## src/rtl/mul_seq.sv

```systemverilog
// Sequential 32x32->64 shift-add multiplier for MULT/MULTU.
// All partial-product additions are borrowed from the shared ALU via alu_req/alu_gnt.
module mul_seq #(
  parameter logic [2:0] ALU_ADD_FUNC = 3'd0,
  parameter int         ITERS        = 32
) (
  input  logic        clk,
  input  logic        rst,
  input  logic        start,
  input  logic [31:0] a,
  input  logic [31:0] b,
  input  logic        is_signed,
  output logic        busy,
  output logic        done,
  output logic [31:0] hi,
  output logic [31:0] lo,
  output logic        alu_req,
  input  logic        alu_gnt,
  output logic [31:0] alu_a,
  output logic [31:0] alu_b,
  output logic [2:0]  alu_func,
  input  logic [31:0] alu_res
);

  typedef enum logic [1:0] {
    S_IDLE = 2'd0,
    S_ITER = 2'd1,
    S_FIX  = 2'd2,
    S_DONE = 2'd3
  } state_t;

  state_t      r_state;
  state_t      w_state_next;

  logic [31:0] r_mcand;
  logic [31:0] r_acc_hi;
  logic [31:0] r_acc_lo;
  logic        r_neg;
  logic [4:0]  r_cnt;
  logic [31:0] r_hi;
  logic [31:0] r_lo;

  logic [31:0] w_a_mag;
  logic [31:0] w_b_mag;
  logic        w_add;
  logic        w_step;
  logic        w_last;
  logic        w_carry;
  logic [63:0] w_prod;
  logic [63:0] w_prod_neg;

  // Operands are reduced to magnitudes; the sign is reapplied once in FIX.
  assign w_a_mag    = (is_signed && a[31]) ? (~a + 32'd1) : a;
  assign w_b_mag    = (is_signed && b[31]) ? (~b + 32'd1) : b;

  assign w_add      = (r_state == S_ITER) && r_acc_lo[0];
  assign w_step     = (r_state == S_ITER) && (!r_acc_lo[0] || alu_gnt);
  assign w_last     = (r_cnt == 5'(ITERS - 1));
  // A 32-bit unsigned sum wrapped iff it came out smaller than an addend.
  assign w_carry    = (alu_res < r_acc_hi);
  assign w_prod     = {r_acc_hi, r_acc_lo};
  assign w_prod_neg = ~w_prod + 64'd1;

  always_ff @(posedge clk or posedge rst) begin
    if (rst) begin
      r_state <= S_IDLE;
    end else begin
      r_state <= w_state_next;
    end
  end

  always_comb begin
    w_state_next = r_state;
    busy         = (r_state != S_IDLE);
    done         = 1'b0;
    alu_req      = 1'b0;
    alu_a        = 32'd0;
    alu_b        = 32'd0;
    alu_func     = ALU_ADD_FUNC;
    case (r_state)
      S_IDLE: begin
        if (start) begin
          w_state_next = S_ITER;
        end
      end
      S_ITER: begin
        if (w_add) begin
          alu_req = 1'b1;
          alu_a   = r_acc_hi;
          alu_b   = r_mcand;
        end
        if (w_step && w_last) begin
          w_state_next = S_FIX;
        end
      end
      S_FIX: begin
        w_state_next = S_DONE;
      end
      S_DONE: begin
        done         = 1'b1;
        w_state_next = S_IDLE;
      end
      default: begin
        w_state_next = S_IDLE;
      end
    endcase
  end

  always_ff @(posedge clk or posedge rst) begin
    if (rst) begin
      r_mcand  <= 32'd0;
      r_acc_hi <= 32'd0;
      r_acc_lo <= 32'd0;
      r_neg    <= 1'b0;
      r_cnt    <= 5'd0;
      r_hi     <= 32'd0;
      r_lo     <= 32'd0;
    end else begin
      case (r_state)
        S_IDLE: begin
          if (start) begin
            r_mcand  <= w_a_mag;
            r_acc_lo <= w_b_mag;
            r_acc_hi <= 32'd0;
            r_neg    <= is_signed & (a[31] ^ b[31]);
            r_cnt    <= 5'd0;
          end
        end
        S_ITER: begin
          // A denied request leaves every register untouched (full stall).
          if (w_step) begin
            if (r_acc_lo[0]) begin
              {r_acc_hi, r_acc_lo} <= {w_carry, alu_res, r_acc_lo[31:1]};
            end else begin
              {r_acc_hi, r_acc_lo} <= {1'b0, r_acc_hi, r_acc_lo[31:1]};
            end
            r_cnt <= r_cnt + 5'd1;
          end
        end
        S_FIX: begin
          {r_hi, r_lo} <= r_neg ? w_prod_neg : w_prod;
        end
        default: begin
        end
      endcase
    end
  end

  assign hi = r_hi;
  assign lo = r_lo;

endmodule

```

## config.mk

```make
export PLATFORM = sky130hd
export DESIGN_NAME = mul_seq
export DESIGN_NICKNAME = d
export VERILOG_FILES = /design/src/rtl/mul_seq.sv
export SDC_FILE = /design/constraint.sdc
export NUM_CORES = 1
export LEC_CHECK = 0
export CAP_MARGIN = 5
export CORE_UTILIZATION = 44
export CTS_CLUSTER_SIZE = 30
export DETAILED_ROUTE_END_ITERATION = 10
export PLACE_DENSITY = 0.72
export SLEW_MARGIN = 10
export SYNTH_ARGS = -nofsm -noshare
export SYNTH_HDL_FRONTEND = slang
export SYNTH_SLANG_ARGS = --single-unit
```

## constraint.sdc

```tcl
create_clock -name clk -period 5.9 [get_ports clk]
set_input_delay 0.885 -clock clk [delete_from_list [all_inputs] [get_ports clk]]
set_output_delay 0.885 -clock clk [all_outputs]
set_load 0.01 [all_outputs]
```

==> results.json, run 1 <==
{
  "rsz0062_at_grt": "no",
  "gr-usage-all-layers_pct": 25.32,
  "hold_path_class": "reg -> reg",
  "wl_per_cell_um": 17.73,
  "netlist_top_cells_count": "168 x dfrtp_1, 145 x o21ai_0, 141 x nand2_1",
  "ys_ff_latch": 168,
  "cts_buffers": 17,
  "slew_viol_final": 0,
  "cts_buffer_depth": 2,
  "cts_tree": "built",
  "post_drt_via_cell_ratio": 5.642,
  "portBuffers": 231,
  "crit_type": "reg -> out",
  "fin_crit_sh_pct": 63.06,
  "fp.dieH_um": 159.5,
  "boundaryPins": 235,
  "cp-start-kind": "flop",
  "ys.flop_type": "dfrtp_1",
  "syn_area_per_cell_sq_um": 8.280,
  "clock_latency_ps": 430,
  "power_switching_mw": 3.600,
  "netlist.area_leader.share_pct": 38.52,
  "end_kind": "output port",
  "yosysMostFrequentCell": "dfrtp_1",
  "synth_cell_type_count": 53,
  "setup-violations-final": 0,
  "maxCapViolCount": 0,
  "cts-resized-gates": 0,
  "grt-ovfl-total": 0,
  "grt_pass1_vias": 9710,
  "cts_hold_buf": 0,
  "clk_pin_slew_worst_paths_ps": 70,
  "h-tree-depth": 4,
  "initial_core_util_pct": 44.87,
  "skew_ps": 13.08,
  "grt_max_degree": 115,
  "comb_power_share_pct": 54.9,
  "synthCells": 1318,
  "cts.sinks": 168,
  "leakagePower_nw": 5.819,
  "drcViolationCount": 0,
  "status": "finished, final reports clean",
  "yosysSeqAreaShare_pct": 38.52,
  "synth_xor_area_share_pct": 9.551,
  "yosys.area_share.simple_pct": 23.05,
  "antenna_found_initial": 1,
  "fmax_mhz": 268.8,
  "cp.required_ps": 5020,
  "synth_top_family_by_area": "simple AND/OR/NAND/NOR gates",
  "die_w_um": 159.5,
  "die_area_sq_um": 25440,
  "p_int_mw": 4.186,
  "n_antenna_cell": 0,
  "drt_iter0_markers": 755,
  "syn_area_sq_um": 10910,
  "slew_headroom_pct": 19.51,
  "postSynth.asyncResetShare_pct": 100.0,
  "worst_slew_pin_slew_ps": 1196,
  "setup_tns_ps": 0,
  "peakVddDrop_mv": 0.3080,
  "yosysTopAreaCell": "dfrtp_1",
  "critPathArrivalTime_ps": 2840,
  "synthMuxAreaShare_pct": 1.089,
  "clkPwrFrac_pct": 16.0,
  "swShare_pct": 46.24,
  "grt_pass1_wl_um": 51610,
  "p_seq_share_pct": 29.1,
  "layout.nets": 1627,
  "postCtsSetupRepairBufs": 0,
  "synth_adder_area_share_pct": 4.701,
  "finalCriticalPeriod_ps": 3720,
  "cp_max_fo": 114,
  "wl_um": 32300,
  "cts-root-buf": "clkbuf_16",
  "area_growth_pct": 28.58,
  "ant_nets": 0,
  "place_congestion": 0.9326,
  "post-place-cells": 1790,
  "fin_cells": 1822,
  "power.density_nw_per_um2": 554.9,
  "drive_above_1_share_pct": 4.740,
  "first_pass_iters": 7,
  "synth_compound_area_share_pct": 17.98,
  "ys_top_cells_by_area": "dfrtp_1 39%, o21ai_0 6.6%, xnor2_1 5.6%",
  "dp_hpwl_um": 23080,
  "fillCellCount": 2173,
  "yosys_warnings": 0,
  "timing_hold_violations_final": 0,
  "fp.coreArea_sq_um": 24320,
  "num_rows": 57,
  "synth-edff-count": 0,
  "dr_total_vias": 10280
}
stage by stage:
step / hold WS (ps) / setup slack, ps / util [%] / area, sq um / total power, mW
floorplan: 442.3 / 468.3 / - / 10920 / 4.926
global placement: 454.6 / 2220 / 55.03 / 13380 / 6.389
detailed placement: 465.9 / 2168 / 55.03 / 13380 / 6.492
CTS: 482.4 / 2195 / 57.70 / 14030 / 7.774
global route: 493.7 / 2048 / 57.70 / 14030 / 8.363
finish: 475.9 / 2180 / 57.70 / 14030 / 7.786
state kept, by name, summed over array words and instances (netlist names):
register,flops
hi,32
lo,32
r_acc_hi,32
r_acc_lo,32
r_cnt,5
r_mcand,32
r_neg,1
r_state,2
metal layers:
metal | part of all wire (%) | wire (um) | global-route usage (%) | vias to the layer above
met5 | 0.040 | 13 | 0 | -
met4 | 3.1 | 1003 | 10.27 | 2
met3 | 7.0 | 2246 | 5.496 | 56
met2 | 46 | 14820 | 39.60 | 389
met1 | 44 | 14220 | 33.99 | 4858
li1 | - | - | - | 4974
final cells by class:
type / count / area [sq um] / area share [%]
flip-flops and latches: 168 / 4209 / 30.00
multi-input cells: 1012 / 6202 / 44.20
clock buffers: 18 / 439.2 / 3.130
inverters: 47 / 181.4 / 1.293
clock inverters: 14 / 210.2 / 1.498
well taps: 324 / 405.4 / 2.889
repair buffers: 239 / 2385 / 17.00
cell families after synthesis:
logic type	Yosys count
simple gates	497
compound gates	341
flops	168
xor+xnor	119
other cells	1
fa+ha+maj	41
mux	11
buf+inv	140
critical path, cell delays in order, from the launching register on:
cell	delay [ps]
dfrtp_1	420
inv_1	160
ha_4	910
and3_1	330
clkdlybuf4s50_1	560
power groups by stage:
stage          logic (mW)  clock network, mW  registers, mW
2_1_floorplan        2.74                  0           2.18
6_report             4.27               1.25           2.27
5_1_grt              4.71               1.30           2.35
3_5_place_dp         4.23                  0           2.27
4_1_cts              4.25               1.26           2.26
3_3_place_gp         4.15                  0           2.24
layout by cell type, fill, tap and decap left out, types with 9 or more instances in the layout:
| cell | Yosys | layout |
|---|---|---|
| a21oi_1 | 115 | 115 |
| a31oi_1 | 9 | 9 |
| and3_1 | 74 | 74 |
| clkbuf_16 | 0 | 17 |
| clkdlybuf4s50_1 | 0 | 231 |
| dfrtp_1 | 168 | 166 |
| ha_1 | 41 | 39 |
| inv_1 | 47 | 46 |
| nand2_1 | 141 | 140 |
| nand3_1 | 48 | 48 |
| nand4_1 | 12 | 12 |
| nor2_1 | 120 | 120 |
| nor3_1 | 23 | 23 |
| nor4_1 | 15 | 15 |
| o21ai_0 | 145 | 145 |
| o31ai_1 | 24 | 24 |
| o41ai_1 | 14 | 14 |
| or3_1 | 12 | 12 |
| or4_1 | 12 | 12 |
| xnor2_1 | 70 | 70 |
| xor2_1 | 49 | 49 |
path summary, 6_finish.rpt:
| check | slack [ps] | to | from | depth (start not counted) |
|---|---|---|---|---|
| max | 2180 | alu_a[31] | r_state[1] | 4 |
| min | 480 | r_mcand[30] | r_mcand[30] | 2 |
| max reg2reg | 2500 | r_acc_lo[14] | r_state[1] | 7 |
| min reg2reg | 480 | r_mcand[30] | r_mcand[30] | 2 |
| max in group asynchronous | 3990 | hi[28] | rst | 3 |
| min in group asynchronous | 900 | hi[5] | rst | 2 |
Note: power is estimated with default switching activity, not from simulation.
==> run 2: changes to the inputs <==
==> constraint.sdc (replaced) <==
create_clock -name clk -period 3.9 [get_ports clk]
set_input_delay 0.585 -clock clk [delete_from_list [all_inputs] [get_ports clk]]
set_output_delay 0.585 -clock clk [all_outputs]
set_load 0.01 [all_outputs]
==> results.json, run 2 (synthesized netlist as in run 1, its figures left out) <==
{
  "clock_latency_ps": 430,
  "drcViolationCount": 0,
  "crit_type": "reg -> out",
  "cts.sinks": 168,
  "cp_max_fo": 132,
  "first_pass_iters": 5,
  "ant_nets": 0,
  "peakVddDrop_mv": 0.4550,
  "status": "finished, final reports clean",
  "cts_buffer_depth": 2,
  "slew_headroom_pct": 24.49,
  "rsz0062_at_grt": "no",
  "fp.coreArea_sq_um": 24320,
  "h-tree-depth": 4,
  "setup_tns_ps": 0,
  "grt_pass1_wl_um": 50970,
  "final_common_cell": "clkdlybuf4s50_1",
  "wl_per_cell_um": 17.41,
  "power.density_nw_per_um2": 824.2,
  "die_w_um": 159.5,
  "grt_pass1_vias": 9608,
  "post-place-ws_ps": 508.1,
  "die_area_sq_um": 25440,
  "dp_hpwl_um": 23050,
  "worst_slew_pin_slew_ps": 1133,
  "initial_core_util_pct": 44.87,
  "place_congestion": 0.9029,
  "cp.required_ps": 3310,
  "setup_slack_ps": 665.6,
  "drt_iter0_markers": 789,
  "critPathArrivalTime_ps": 2650,
  "r2r_setup_slack_ps": 1010,
  "num_rows": 57,
  "dr_total_vias": 10260,
  "boundaryPins": 235,
  "skew_ps": 15.00,
  "maxCapViolCount": 0,
  "slew_viol_final": 0,
  "post_drt_via_cell_ratio": 5.604,
  "fmax_mhz": 309.2,
  "timing_hold_violations_final": 0,
  "final_area_sq_um": 14010,
  "end_kind": "output port",
  "leakagePower_nw": 5.823,
  "clk_pin_slew_worst_paths_ps": 70,
  "postCtsSetupRepairBufs": 0,
  "area_growth_pct": 28.40,
  "layout.nets": 1637,
  "fin_crit_sh_pct": 82.93,
  "n_antenna_cell": 0,
  "drive_above_1_share_pct": 5.242,
  "setup-violations-final": 0,
  "fp.dieH_um": 159.5,
  "final_cell_mix": "231 x clkdlybuf4s50_1, 166 x dfrtp_1, 145 x o21ai_0, 140 x nand2_1, 120 x nor2_1",
  "finalCriticalPeriod_ps": 3234,
  "gr-usage-all-layers_pct": 25.01,
  "cts_tree": "built",
  "grt-ovfl-total": 0,
  "cp_cell_sequence": "buf_4, and3_1, clkdlybuf4s50_1",
  "finalPower_mw": 11.55,
  "wl_um": 31870,
  "portBuffers": 231,
  "grt_max_degree": 133,
  "hold_path_class": "reg -> reg",
  "crit_path_top_delay_cell": "buf_4",
  "cts-root-buf": "clkbuf_16",
  "antenna_found_initial": 2,
  "cts_hold_buf": 0,
  "cts_buffers": 17,
  "placed_area_sq_um": 13470,
  "cpPeakStageDelay_ps": 790,
  "cp-start-kind": "flop",
  "cts-resized-gates": 0
}
run 2: changes by cell type in the layout (fill, tap and decap cells not counted):
cell / previous run / this run
clkbuf_1: 0 / 1
clkinv_2: 0 / 1
inv_6: 5 / 6
clkinv_4: 2 / 3
bufinv_16: 4 / 0
clkbuf_8: 1 / 0
buf_4: 7 / 16
buf_12: 1 / 2
run 2: path summary, 6_finish.rpt:
kind                                  start          end  cells after the start
min in group asynchronous               rst        hi[6]                      2
worst min-delay path             r_mcand[7]   r_mcand[7]                      2
worst max register to register  r_acc_hi[1]       hi[25]                      6
worst min register to register   r_mcand[7]   r_mcand[7]                      2
max in group asynchronous               rst  r_acc_lo[0]                      3
worst max-delay path            r_acc_lo[0]    alu_a[13]                      3
run 2: critical path: cells and delay by family (launching register included):
| kind | cells | cell delay, ps |
|---|---|---|
| buffers and inverters | 2 | 1340 |
| DFF | 1 | 410 |
| and+or+nand+nor | 1 | 350 |
run 2: report_power, final:
group / switching, mW / total [mW] / internal, mW
registers: 0.780 / 3.39 / 2.61
logic: 3.87 / 6.55 / 2.68
clock network: 0.772 / 1.61 / 0.835
run 2: metrics by stage:
| step | std cells | hold WS, ps | utilization [%] |
|---|---|---|---|
| after floorplan | 1320 | 442.3 | - |
| after global placement | 1800 | 456.0 | 55.38 |
| after detailed placement | 1800 | 462.9 | 55.38 |
| after CTS | 1831 | 479.0 | 57.62 |
| after global routing | 1831 | 501.7 | 57.62 |
| final | 1831 | 475.5 | 57.62 |
run 2: per-layer routing:
layer,wire length [um],up-vias,GRT usage (%),part of all wire (%)
li1,-,4991,-,-
met1,14090,4862,33.33,44
met2,14810,353,40.35,46
met3,2281,51,5.913,7.2
met4,661,4,7.343,2.1
met5,31,-,0,0.097
run 2: area by class of cell:
| cell class | instances | area, sq um |
|---|---|---|
| clock buffers | 18 | 429.2 |
| clock inverters | 13 | 113.9 |
| fillers | 2162 | 10310 |
| inverters | 47 | 180.2 |
| multi-input cells | 1012 | 6202 |
| flip-flops and latches | 168 | 4209 |
| well taps | 324 | 405.4 |
| repair buffers | 249 | 2472 |
